==> config.mk <==
export PLATFORM = sky130hd
export DESIGN_NAME = fetch_queue_unit
export DESIGN_NICKNAME = d
export VERILOG_FILES = /design/src/rtl/fetch_queue_unit.sv
export SDC_FILE = /design/constraint.sdc
export NUM_CORES = 1
export LEC_CHECK = 0
export CORE_MARGIN = 5
export CORE_UTILIZATION = 50
export DETAILED_ROUTE_END_ITERATION = 8
export HOLD_SLACK_MARGIN = 0.08
export PLACE_DENSITY = 0.76
export SETUP_SLACK_MARGIN = 0.05
export SYNTH_ARGS = -nofsm -noshare
export SYNTH_HDL_FRONTEND = slang
export SYNTH_SLANG_ARGS = --single-unit
==> constraint.sdc <==
create_clock -name clk -period 3.5 [get_ports clk]
set_input_delay 0.875 -clock clk [delete_from_list [all_inputs] [get_ports clk]]
set_output_delay 0.875 -clock clk [all_outputs]
set_load 0.01 [all_outputs]
==> src/rtl/fetch_queue_unit.sv <==
// Instruction-fetch front end: issues pipelined imem requests, buffers in-order
// responses in a small queue and presents {pc, instr} to decode.
module fetch_queue_unit #(
  parameter int unsigned      XLEN         = 32,
  parameter int unsigned      DEPTH        = 4,
  parameter int unsigned      MAX_INFLIGHT = 2,
  parameter logic [XLEN-1:0]  RESET_PC     = '0
) (
  input  logic                       clk,
  input  logic                       rst,
  output logic                       imem_req_valid,
  output logic [XLEN-1:0]            imem_req_addr,
  input  logic                       imem_req_ready,
  input  logic                       imem_resp_valid,
  input  logic [XLEN-1:0]            imem_resp_data,
  input  logic                       redirect_valid,
  input  logic [XLEN-1:0]            redirect_pc,
  output logic                       out_valid,
  output logic [XLEN-1:0]            out_pc,
  output logic [XLEN-1:0]            out_instr,
  input  logic                       out_ready,
  output logic [$clog2(DEPTH+1)-1:0] occupancy
);
  localparam int unsigned OW = $clog2(DEPTH+1);
  localparam int unsigned PW = $clog2(DEPTH);
  localparam int unsigned IW = $clog2(MAX_INFLIGHT+1);

  logic [XLEN-1:0] fetch_pc_q, fetch_pc_d;
  logic [XLEN-1:0] resp_pc_q, resp_pc_d;
  logic [IW-1:0]   inflight_q, inflight_d;
  logic [IW-1:0]   drop_q, drop_d;
  logic [OW-1:0]   count_q, count_d;
  logic [PW-1:0]   head_q, head_d;
  logic [PW-1:0]   tail_q, tail_d;
  logic [XLEN-1:0] pc_mem_q    [DEPTH];
  logic [XLEN-1:0] instr_mem_q [DEPTH];

  logic [IW-1:0]   live;
  logic            accept, resp_hit, keep, pop;
  logic [XLEN-1:0] redirect_aligned;

  always_comb begin
    live             = inflight_q - drop_q;
    redirect_aligned = {redirect_pc[XLEN-1:2], 2'b00};
    // Credit check counts queued entries plus live requests so every kept
    // response is guaranteed a slot, even when the queue is full and popping.
    imem_req_valid   = !rst && !redirect_valid
                       && (32'(inflight_q) < MAX_INFLIGHT)
                       && ((32'(count_q) + 32'(live)) < DEPTH);
    imem_req_addr    = fetch_pc_q;
    accept           = imem_req_valid && imem_req_ready;
    resp_hit         = imem_resp_valid && (inflight_q != '0);
    keep             = resp_hit && (drop_q == '0) && !redirect_valid;
    out_valid        = (count_q != '0);
    pop              = out_valid && out_ready && !redirect_valid;
    out_pc           = out_valid ? pc_mem_q[head_q]    : '0;
    out_instr        = out_valid ? instr_mem_q[head_q] : '0;
    occupancy        = count_q;
  end

  always_comb begin
    fetch_pc_d = fetch_pc_q;
    resp_pc_d  = resp_pc_q;
    inflight_d = inflight_q;
    drop_d     = drop_q;
    count_d    = count_q;
    head_d     = head_q;
    tail_d     = tail_q;

    if (accept && !resp_hit)      inflight_d = inflight_q + IW'(1);
    else if (!accept && resp_hit) inflight_d = inflight_q - IW'(1);

    if (accept) fetch_pc_d = fetch_pc_q + XLEN'(4);
    if (keep) begin
      resp_pc_d = resp_pc_q + XLEN'(4);
      tail_d    = tail_q + PW'(1);
    end
    if (pop) head_d = head_q + PW'(1);

    if (keep && !pop)      count_d = count_q + OW'(1);
    else if (!keep && pop) count_d = count_q - OW'(1);

    if (resp_hit && (drop_q != '0)) drop_d = drop_q - IW'(1);

    // Everything still outstanding after this cycle's accounting becomes stale.
    if (redirect_valid) begin
      fetch_pc_d = redirect_aligned;
      resp_pc_d  = redirect_aligned;
      drop_d     = inflight_d;
      count_d    = '0;
      head_d     = '0;
      tail_d     = '0;
    end
  end

  always_ff @(posedge clk) begin
    if (rst) begin
      fetch_pc_q <= RESET_PC;
      resp_pc_q  <= RESET_PC;
      inflight_q <= '0;
      drop_q     <= '0;
      count_q    <= '0;
      head_q     <= '0;
      tail_q     <= '0;
    end else begin
      fetch_pc_q <= fetch_pc_d;
      resp_pc_q  <= resp_pc_d;
      inflight_q <= inflight_d;
      drop_q     <= drop_d;
      count_q    <= count_d;
      head_q     <= head_d;
      tail_q     <= tail_d;
    end
  end

  always_ff @(posedge clk) begin
    if (!rst && keep) begin
      pc_mem_q[tail_q]    <= resp_pc_q;
      instr_mem_q[tail_q] <= imem_resp_data;
    end
  end

endmodule
==> impl_metrics.ini, run 1 <==
[place]
finalWeightedCongestion = 0.850
portBuffers = 164
dpl.hpwl_um = 18600
placedCellCount = 1361
preCtsSetupSlack_ns = 0.237

[floorplan]
io_pins = 171
die_h_um = 173
die_area_um2 = 30100
placeableCoreArea_um2 = 26200
row_count = 59
die_x_um = 173
initial_utilization_pct = 50.9

[clock_network]
cts_sinks = 321
cts_tree = yes
root_buffer = clkbuf_16
clk_pin_slew_ns = 0.06
clk_path_buf_depth = 3
clock_latency_ns = 0.51
htree_levels = 2
cts_buffers = 34

[min_path]
hp-class = reg2reg

[logic_synthesis]
ys_seq_area_share_pct = 66.7
synth-edff-count = 248
yosys_warnings = 0
synthFlopType = edfxtp_1
ys_types = 55
synth_area_um2 = 13400
synth_seq_cells = 321
avgSynthCellArea_um2 = 15.1
async_flop_share_pct = 0
netlist_instances = 883

[timing]
worst_pin_slew_ns = 0.777
max-slew-margin-rel_pct = 48.0
tns_ns = 0
finalCritPeriodShare_pct = 94.6
rsz0062_at_grt = false
layout_setup_ws_ns = 0.189
hold_viol_final = 0
finalCriticalPeriod_ns = 3.31
drv_slew = 0
setup_violations = 0
worst_clock_skew_ns = 0.0149
fmaxAchievable_mhz = 302
whs_ns = 0.498

[worst_setup_path]
cp_max_fo = 64
arrival_ns = 2.44
worstSetupPathType = reg2out
required_ns = 2.62
setup.worst_path.end_class = primary output
cp-start-kind = flop

[route]
detail-route-antenna-nets = 0
dr.pass1.iters = 5
wl_per_cell_um = 20.5
drc = 0
vias = 8198
dr.first_iter.drc_count = 847
viasPerCell = 5.76
wl_um = 29100

[power]
peakVddDrop_uv = 305
p_leak_nw = 5.45
p_per_area_nw_per_um2 = 530

[global_route]
grt.total_usage_pct = 19.1
grt_pass1_vias = 8239
antenna_found_initial = 0
grt_max_degree = 65
grt-ovfl-total = 0
grt_pass1_wl_um = 46000

[layout]
final_cells = 1424
multiInputGateArea_um2 = 4170
synthToLayoutAreaGrowth_pct = 24.8
final_core_util_pct = 63.6
antenna_cells = 0
drive_gt1_share_pct = 14.3
regArea_um2 = 8910
finalNetCount = 1145
fillCellCount = 1827

[run]
maxCapViolCount = 0

[status]
status = completed
[flip-flops by register name (all words and copies together), names as in the netlist, named ones only]
name	count
instr_mem_q	128
pc_mem_q	120
imem_req_addr	30
resp_pc_q	30
occupancy	3
drop_q	2
head_q	2
inflight_q	2
tail_q	2
[cells in the mapped netlist (10+ instances only)]
cell type  count  area [um2]
a211oi_1      14         105
a21boi_0      12        90.1
a21oi_1       32         160
and2_1        69         432
and3_1        12        75.1
and4_1        10        87.6
buf_2         10        50.1
clkbuf_1      30         113
dfxtp_1       73        1460
edfxtp_1     248        7450
ha_1          11         138
inv_1         22        82.6
mux4_2        62        1400
nand2_1       43         161
nand3_1       29         145
nand4_1       23         144
nor2_1        35         131
nor3_1        16        80.1
o21ai_0       18        90.1
xnor2_1       18         158
xor2_1        23         201
[final timing paths]
check                    start           end  slack (ns)  cells past startpoint
setup reg to reg  occupancy[0]  occupancy[2]        0.72                     10
hold / removal       tail_q[1]     tail_q[1]        0.50                      2
setup / recovery  occupancy[0]    out_pc[18]        0.19                      4
hold reg to reg      tail_q[1]     tail_q[1]        0.50                      2
[cell type report]
cell class	count	area share, %
clock buffer	41	5.33
timing repair buffer	190	11.8
clock inverter	21	1.35
multi-input combinational	494	25.0
inverter	22	0.496
tap	335	2.52
sequential	321	53.5
[stage by stage]
stage / total power (W) / cell area [um2]
final: 0.00884 / 16700
after CTS: 0.00891 / 16600
after floorplan: 0.00489 / 13400
after global routing: 0.00919 / 16700
after detailed placement: 0.00537 / 15500
after global placement: 0.00534 / 15500
[critical path, stage by stage, from the launching register on]
cell             delay (ns)
dfxtp_1                0.38
or3_2                  0.49
buf_4                  0.27
and2_1                 0.23
clkdlybuf4s50_1        0.48
[power by group]
part           internal [W]  switching (W)  total, W
Sequential          0.00422       0.000119   0.00434
Combinational      0.000498       0.000452  0.000950
Clock               0.00212        0.00143   0.00355
[per-layer routing]
metal	GRT usage, %	routed length, um	vias to the layer above	share of wire (%)
met5	0	0	-	0
met3	4.51	2340	39	8.0
met2	29.8	13400	349	46
met4	3.69	393	0	1.3
met1	27.9	13000	4051	45
li1	-	-	3759	-
[kinds of logic after synthesis]
| logic type | after synthesis | synth area share (%) |
|---|---|---|
| buf+inv | 71 | 2.26 |
| mux | 67 | 10.9 |
| fa+ha+maj | 12 | 1.18 |
| simple gates | 259 | 10.9 |
| flops | 321 | 66.7 |
| other cells | 1 | 0.0281 |
| xor+xnor | 41 | 2.69 |
| compound gates | 111 | 5.38 |
[timing repair]
| action | in CTS | in global routing |
|---|---|---|
| hold buffers | 0 | 0 |
| setup buffers | 1 | 0 |
| pin swaps | 0 | 0 |
| gates resized for setup | 1 | 2 |
| endpoints found under the setup margin | 1 | 1 |
[placed cells by master (no fill, tap or decap), types with 4 or more instances in the layout]
cell,instances
a21boi_0,12
bufinv_16,4
a21oi_1,32
o211ai_1,7
dfxtp_1,71
edfxtp_1,248
a211oi_1,14
o21ai_0,18
and3_1,12
xor2_1,23
nor2_1,34
nand2_1,43
clkdlybuf4s50_1,163
nor3_1,16
and2_2,4
and2_1,65
conb_1,4
and4_1,10
nand4_1,23
ha_1,11
buf_12,10
nand3_1,29
o311ai_0,8
mux4_2,62
xnor2_1,18
clkbuf_1,6
buf_4,16
inv_6,4
inv_1,22
a31oi_1,8
or3_1,4
clkbuf_16,34
clkinv_1,7
Power figures use the tool's default switching activity.
==> inputs of run 2 (changes only) <==
--- a/config.mk
+++ b/config.mk
@@ -7,6 +7,7 @@
 export LEC_CHECK = 0
 export CORE_MARGIN = 5
 export CORE_UTILIZATION = 50
+export CTS_BUF_LIST = sky130_fd_sc_hd__clkbuf_16
 export DETAILED_ROUTE_END_ITERATION = 8
 export HOLD_SLACK_MARGIN = 0.08
 export PLACE_DENSITY = 0.76
==> run 2 against run 1 <==
Core utilization hardly changed. Clock-buffer cell count down 7. Sequential power about the same. Via count is 0.34% higher. Worst setup slack got worse by 0.0042 ns. Global-route usage down 0.055 points. Register-to-register slack about the same. Critical path depth did not move. Maximum frequency shrank 0.13%.
==> impl_metrics.ini, run 2 (synthesized netlist as in run 1, its figures left out) <==
[status]
status = completed

[layout]
antenna_cells = 0
largest-register = instr_mem_q
mostFrequentLayoutCells = 248 x edfxtp_1, 163 x clkdlybuf4s50_1, 71 x dfxtp_1
drive_gt1_share_pct = 14.2
finalNetCount = 1145
reg_top3 = instr_mem_q (128), pc_mem_q (120)
largest_reg_flops = 128
final_core_util_pct = 63.5
multiInputGateArea_um2 = 4170
layout_commonest_cell = edfxtp_1
regArea_um2 = 8910
synthToLayoutAreaGrowth_pct = 24.7
fillCellCount = 1828

[place]
finalWeightedCongestion = 0.850
portBuffers = 164
dpl.hpwl_um = 18600

[floorplan]
die_x_um = 173
die_h_um = 173
die_area_um2 = 30100
initial_utilization_pct = 50.9
placeableCoreArea_um2 = 26200
io_pins = 171
row_count = 59

[timing]
max-slew-margin-rel_pct = 46.8
setup_violations = 0
tns_ns = 0
finalCriticalPeriod_ns = 3.32
finalCritPeriodShare_pct = 94.7
whs_ns = 0.499
hold_viol_final = 0
worst_pin_slew_ns = 0.795
rsz0062_at_grt = false
drv_slew = 0
worst_clock_skew_ns = 0.0140
fmaxAchievable_mhz = 302

[route]
wl_um = 29100
vias = 8226
viasPerCell = 5.78
dr.pass1.iters = 5
detail-route-antenna-nets = 0
wl_per_cell_um = 20.4
drc = 0
dr.first_iter.drc_count = 823

[clock_network]
clk_path_buf_depth = 3
clk_pin_slew_ns = 0.06
cts_tree = yes
cts_buffers = 34
root_buffer = clkbuf_16
cts_sinks = 321
htree_levels = 2
clock_latency_ns = 0.51

[worst_setup_path]
cp_max_fo = 64
worstReg2RegEnd = imem_req_addr[22]
reg2reg_slack_ns = 0.71
ff2ff_path_depth = 11
cp-start-kind = flop
arrival_ns = 2.44
cp_slowest_cell = or3_2
r2r_start = inflight_q[0]
crit_chain = or3_2 > buf_4 > and2_1 > clkdlybuf4s50_1
required_ns = 2.62
cp_slowest_stage_delay_ns = 0.49
worstSetupPathType = reg2out
setup.worst_path.end_class = primary output

[global_route]
grt_pass1_wl_um = 45900
grt-ovfl-total = 0
grt.total_usage_pct = 19.0
grt_pass1_vias = 8208
antenna_found_initial = 0
grt_max_degree = 65

[min_path]
holdPathEnd = tail_q[1]
min_from = tail_q[1]
hold_depth = 2
hp-class = reg2reg

[power]
seq_power_share_pct = 49.3
p_comb_share_pct = 10.8
p_leak_nw = 5.47
switching_power_w = 0.00200
p_sw_share_pct = 22.8
intPower_w = 0.00680
pwr-share-clk_pct = 39.9
p_per_area_nw_per_um2 = 529
peakVddDrop_uv = 304

[run]
maxCapViolCount = 0
run 2: cell count changes in the layout (fill, tap and decap cells not counted), sizes merged:
cell and delta:
clkinv +1, clkbuf -7, inv +6
run 2: power by group through the flow:
stage | sequential (W) | combinational [W] | clock [W]
floorplan | 0.00439 | 0.000496 | 0
global placement | 0.00441 | 0.000936 | 0
detailed placement | 0.00441 | 0.000952 | 0
CTS | 0.00434 | 0.000959 | 0.00358
global route | 0.00435 | 0.00104 | 0.00376
finish | 0.00434 | 0.000950 | 0.00351
run 2: layer usage:
| layer | routed length (um) | GRT usage [%] |
|---|---|---|
| met1 | 12900 | 28.1 |
| met2 | 13400 | 29.5 |
| met3 | 2480 | 4.32 |
| met4 | 416 | 3.79 |
| met5 | 0 | 0 |
run 2: layout make-up:
type,instances,share of cell area [%]
sequential,321,53.5
multi-input combinational,494,25.0
clock inverter,28,1.51
inverter,22,0.496
timing repair buffer,190,11.8
tap,335,2.52
clock buffer,34,5.11
run 2: per-stage QoR:
stage,setup WS [ns],std cells,total power (W),area (um2)
final,0.184,1424,0.00880,16600
after global routing,0.0798,1424,0.00915,16600
after CTS,0.106,1424,0.00887,16600
after detailed placement,0.237,1361,0.00537,15500
after global placement,0.253,1361,0.00534,15500
after floorplan,0.0835,886,0.00489,13400
run 2: how the worst max path moves through the flow:
| stage | startpoint | endpoint | slack, ns | depth (start not counted) |
|---|---|---|---|---|
| 5_1_grt | occupancy[0] | out_pc[9] | 0.08 | 4 |
| 2_1_floorplan | imem_resp_valid | instr_mem_q[0][0] | 0.08 | 5 |
| 3_5_place_dp | redirect_valid | imem_req_valid | 0.24 | 4 |
| 6_report | occupancy[0] | out_pc[16] | 0.18 | 4 |
| 4_1_cts | inflight_q[0] | imem_req_valid | 0.11 | 8 |
| 3_3_place_gp | redirect_valid | imem_req_valid | 0.25 | 4 |
run 2: what timing repair did:
action,4_1_cts,5_1_grt
hold buffers,0,0
resized for setup,1,2
setup endpoints to repair,1,1
gates cloned,0,0
buffers inserted,1,0
run 2: critical path, delay by kind of cell, from the launching register on:
kind          cells  cell delay [ns]
buf+inv           2             0.76
simple gates      2             0.72
flops             1             0.38
==> inputs of run 3 (changes only) <==
--- a/config.mk
+++ b/config.mk
@@ -5,9 +5,9 @@
 export SDC_FILE = /design/constraint.sdc
 export NUM_CORES = 1
 export LEC_CHECK = 0
-export CORE_MARGIN = 5
 export CORE_UTILIZATION = 50
 export CTS_BUF_LIST = sky130_fd_sc_hd__clkbuf_16
+export CTS_CLUSTER_DIAMETER = 40
 export DETAILED_ROUTE_END_ITERATION = 8
 export HOLD_SLACK_MARGIN = 0.08
 export PLACE_DENSITY = 0.76
==> run 3 against run 2 <==
The flow now finishes with violations (DRC). Final cell count is 1.5% higher. Sequential cell count unchanged. Global-route usage increased by 2.9 points. Worst setup slack worse by 0.025 ns. First-iteration DRC count shrank 4.1%.
==> impl_metrics.ini, run 3 (synthesized netlist as in run 1, its figures left out) <==
[status]
status = finished with violations
violations = DRC

[power]
p_leak_nw = 5.66
p_per_area_nw_per_um2 = 565
p_comb_share_pct = 10.1
intPower_w = 0.00745
seq_power_share_pct = 45.1
power_w = 0.00962
pwr-share-clk_pct = 44.8
peakVddDrop_uv = 319
p_sw_share_pct = 22.6
switching_power_w = 0.00217

[clock_network]
htree_levels = 2
clk_path_buf_depth = 3
cts_buffers = 39
cts_sinks = 321
clock_latency_ns = 0.51
clk_pin_slew_ns = 0.06
cts_tree = yes
root_buffer = clkbuf_16

[floorplan]
io_pins = 171
die_h_um = 165
die_area_um2 = 27400
initial_utilization_pct = 51.1
row_count = 59
placeableCoreArea_um2 = 26100
die_x_um = 165

[timing]
rsz0062_at_grt = false
finalCritPeriodShare_pct = 95.4
drv_slew = 0
fmaxAchievable_mhz = 299
finalCriticalPeriod_ns = 3.34
tns_ns = 0
max-slew-margin-rel_pct = 43.7
hold_viol_final = 0
worst_clock_skew_ns = 0.0206
setup_violations = 0
worst_pin_slew_ns = 0.841

[worst_setup_path]
worstSetupPathType = reg2out
path_delay_family = buffers and inverters
required_ns = 2.62
cp_slowest_cell = mux4_2
setup.worst_path.end_class = primary output
arrival_ns = 2.47
cp_max_fo = 21
crit_buf_inv = 2
cp_slowest_stage_delay_ns = 0.58
crit_chain = buf_12 > mux4_2 > and2_1 > clkdlybuf4s50_1
r2r_start = inflight_q[0]
cp-start-kind = flop

[global_route]
grt_pass1_vias = 8117
grt_pass1_wl_um = 45500
antenna_found_initial = 1
grt-ovfl-total = 0
grt.total_usage_pct = 21.9
grt_max_degree = 52

[layout]
final_core_util_pct = 65.2
fillCellCount = 1869
antenna_cells = 0
layout_commonest_cell = edfxtp_1
largest_reg_flops = 128
regArea_um2 = 8920
synthToLayoutAreaGrowth_pct = 27.6
reg_top3 = instr_mem_q (128), pc_mem_q (120)
mostFrequentLayoutCells = 248 x edfxtp_1, 163 x clkdlybuf4s50_1, 71 x dfxtp_1
largest-register = instr_mem_q
multiInputGateArea_um2 = 4160
finalNetCount = 1163
drive_gt1_share_pct = 16.6

[place]
dpl.hpwl_um = 19100
portBuffers = 164
finalWeightedCongestion = 0.899

[route]
drc = 32
dr.first_iter.drc_count = 789
detail-route-antenna-nets = 0
vias = 8242
met3_length_um = 2410
top_layer = met5
wl_per_cell_um = 20.4
viasPerCell = 5.70
wl_met2_um = 13700
dr.pass1.iters = 7
wl_um = 29400
drt-met1-wl_um = 12900

[min_path]
min_from = tail_q[1]
hp-class = reg2reg

[run]
maxCapViolCount = 0
run 3: cell types whose count changed in the layout (fill, tap and decap cells not counted), moves of 2 or more:
cell	previous run	this run
buf_12	10	8
inv_1	28	24
clkinv_1	8	3
inv_8	0	2
clkinvlp_2	2	0
clkbuf_16	34	40
clkinv_4	0	3
buf_4	16	31
bufinv_16	4	8
inv_6	4	6
run 3: layout make-up:
type	count	area share, %
clock buffers	40	5.88
multi-input cells	494	24.4
flip-flops and latches	321	52.4
well taps	335	2.46
inverters	22	0.485
repair buffers	203	11.9
clock inverters	30	2.44
run 3: final timing paths:
kind	to	slack, ns	depth (start not counted)
min reg2reg	tail_q[1]	0.50	2
min	tail_q[1]	0.50	2
max reg2reg	imem_req_addr[22]	0.63	11
max	out_pc[4]	0.16	4
run 3: what timing repair did:
item,in CTS,in global routing
resized for setup,2,1
endpoints found under the setup margin,48,2
buffers inserted,4,0
hold buffers,0,0
run 3: worst min-delay path, stage by stage, from the launching register on:
cell	delay [ns]
dfxtp_1	0.34
nand2_1	0.06
a21oi_1	0.05
run 3: metrics by stage:
step	instances	setup slack (ns)	cell area, um2	hold slack, ns
floorplan	886	0.0835	13400	0.469
global placement	1371	0.265	15600	0.488
detailed placement	1371	0.245	15600	0.495
CTS	1445	0.0981	17000	0.503
global route	1445	0.0521	17000	0.546
finish	1445	0.160	17000	0.501
run 3: metal layers:
layer	GRT usage (%)	vias up
met4	4.96	2
met1	31.0	4057
met2	35.0	349
met5	0	-
met3	4.65	33
li1	-	3801
run 3: power by group through the flow:
stage | clock [W] | combinational (W) | sequential [W]
after global placement | 0 | 0.000947 | 0.00441
after floorplan | 0 | 0.000496 | 0.00439
final | 0.00431 | 0.000969 | 0.00434
after CTS | 0.00438 | 0.000975 | 0.00434
after detailed placement | 0 | 0.000964 | 0.00442
after global routing | 0.00455 | 0.00106 | 0.00435
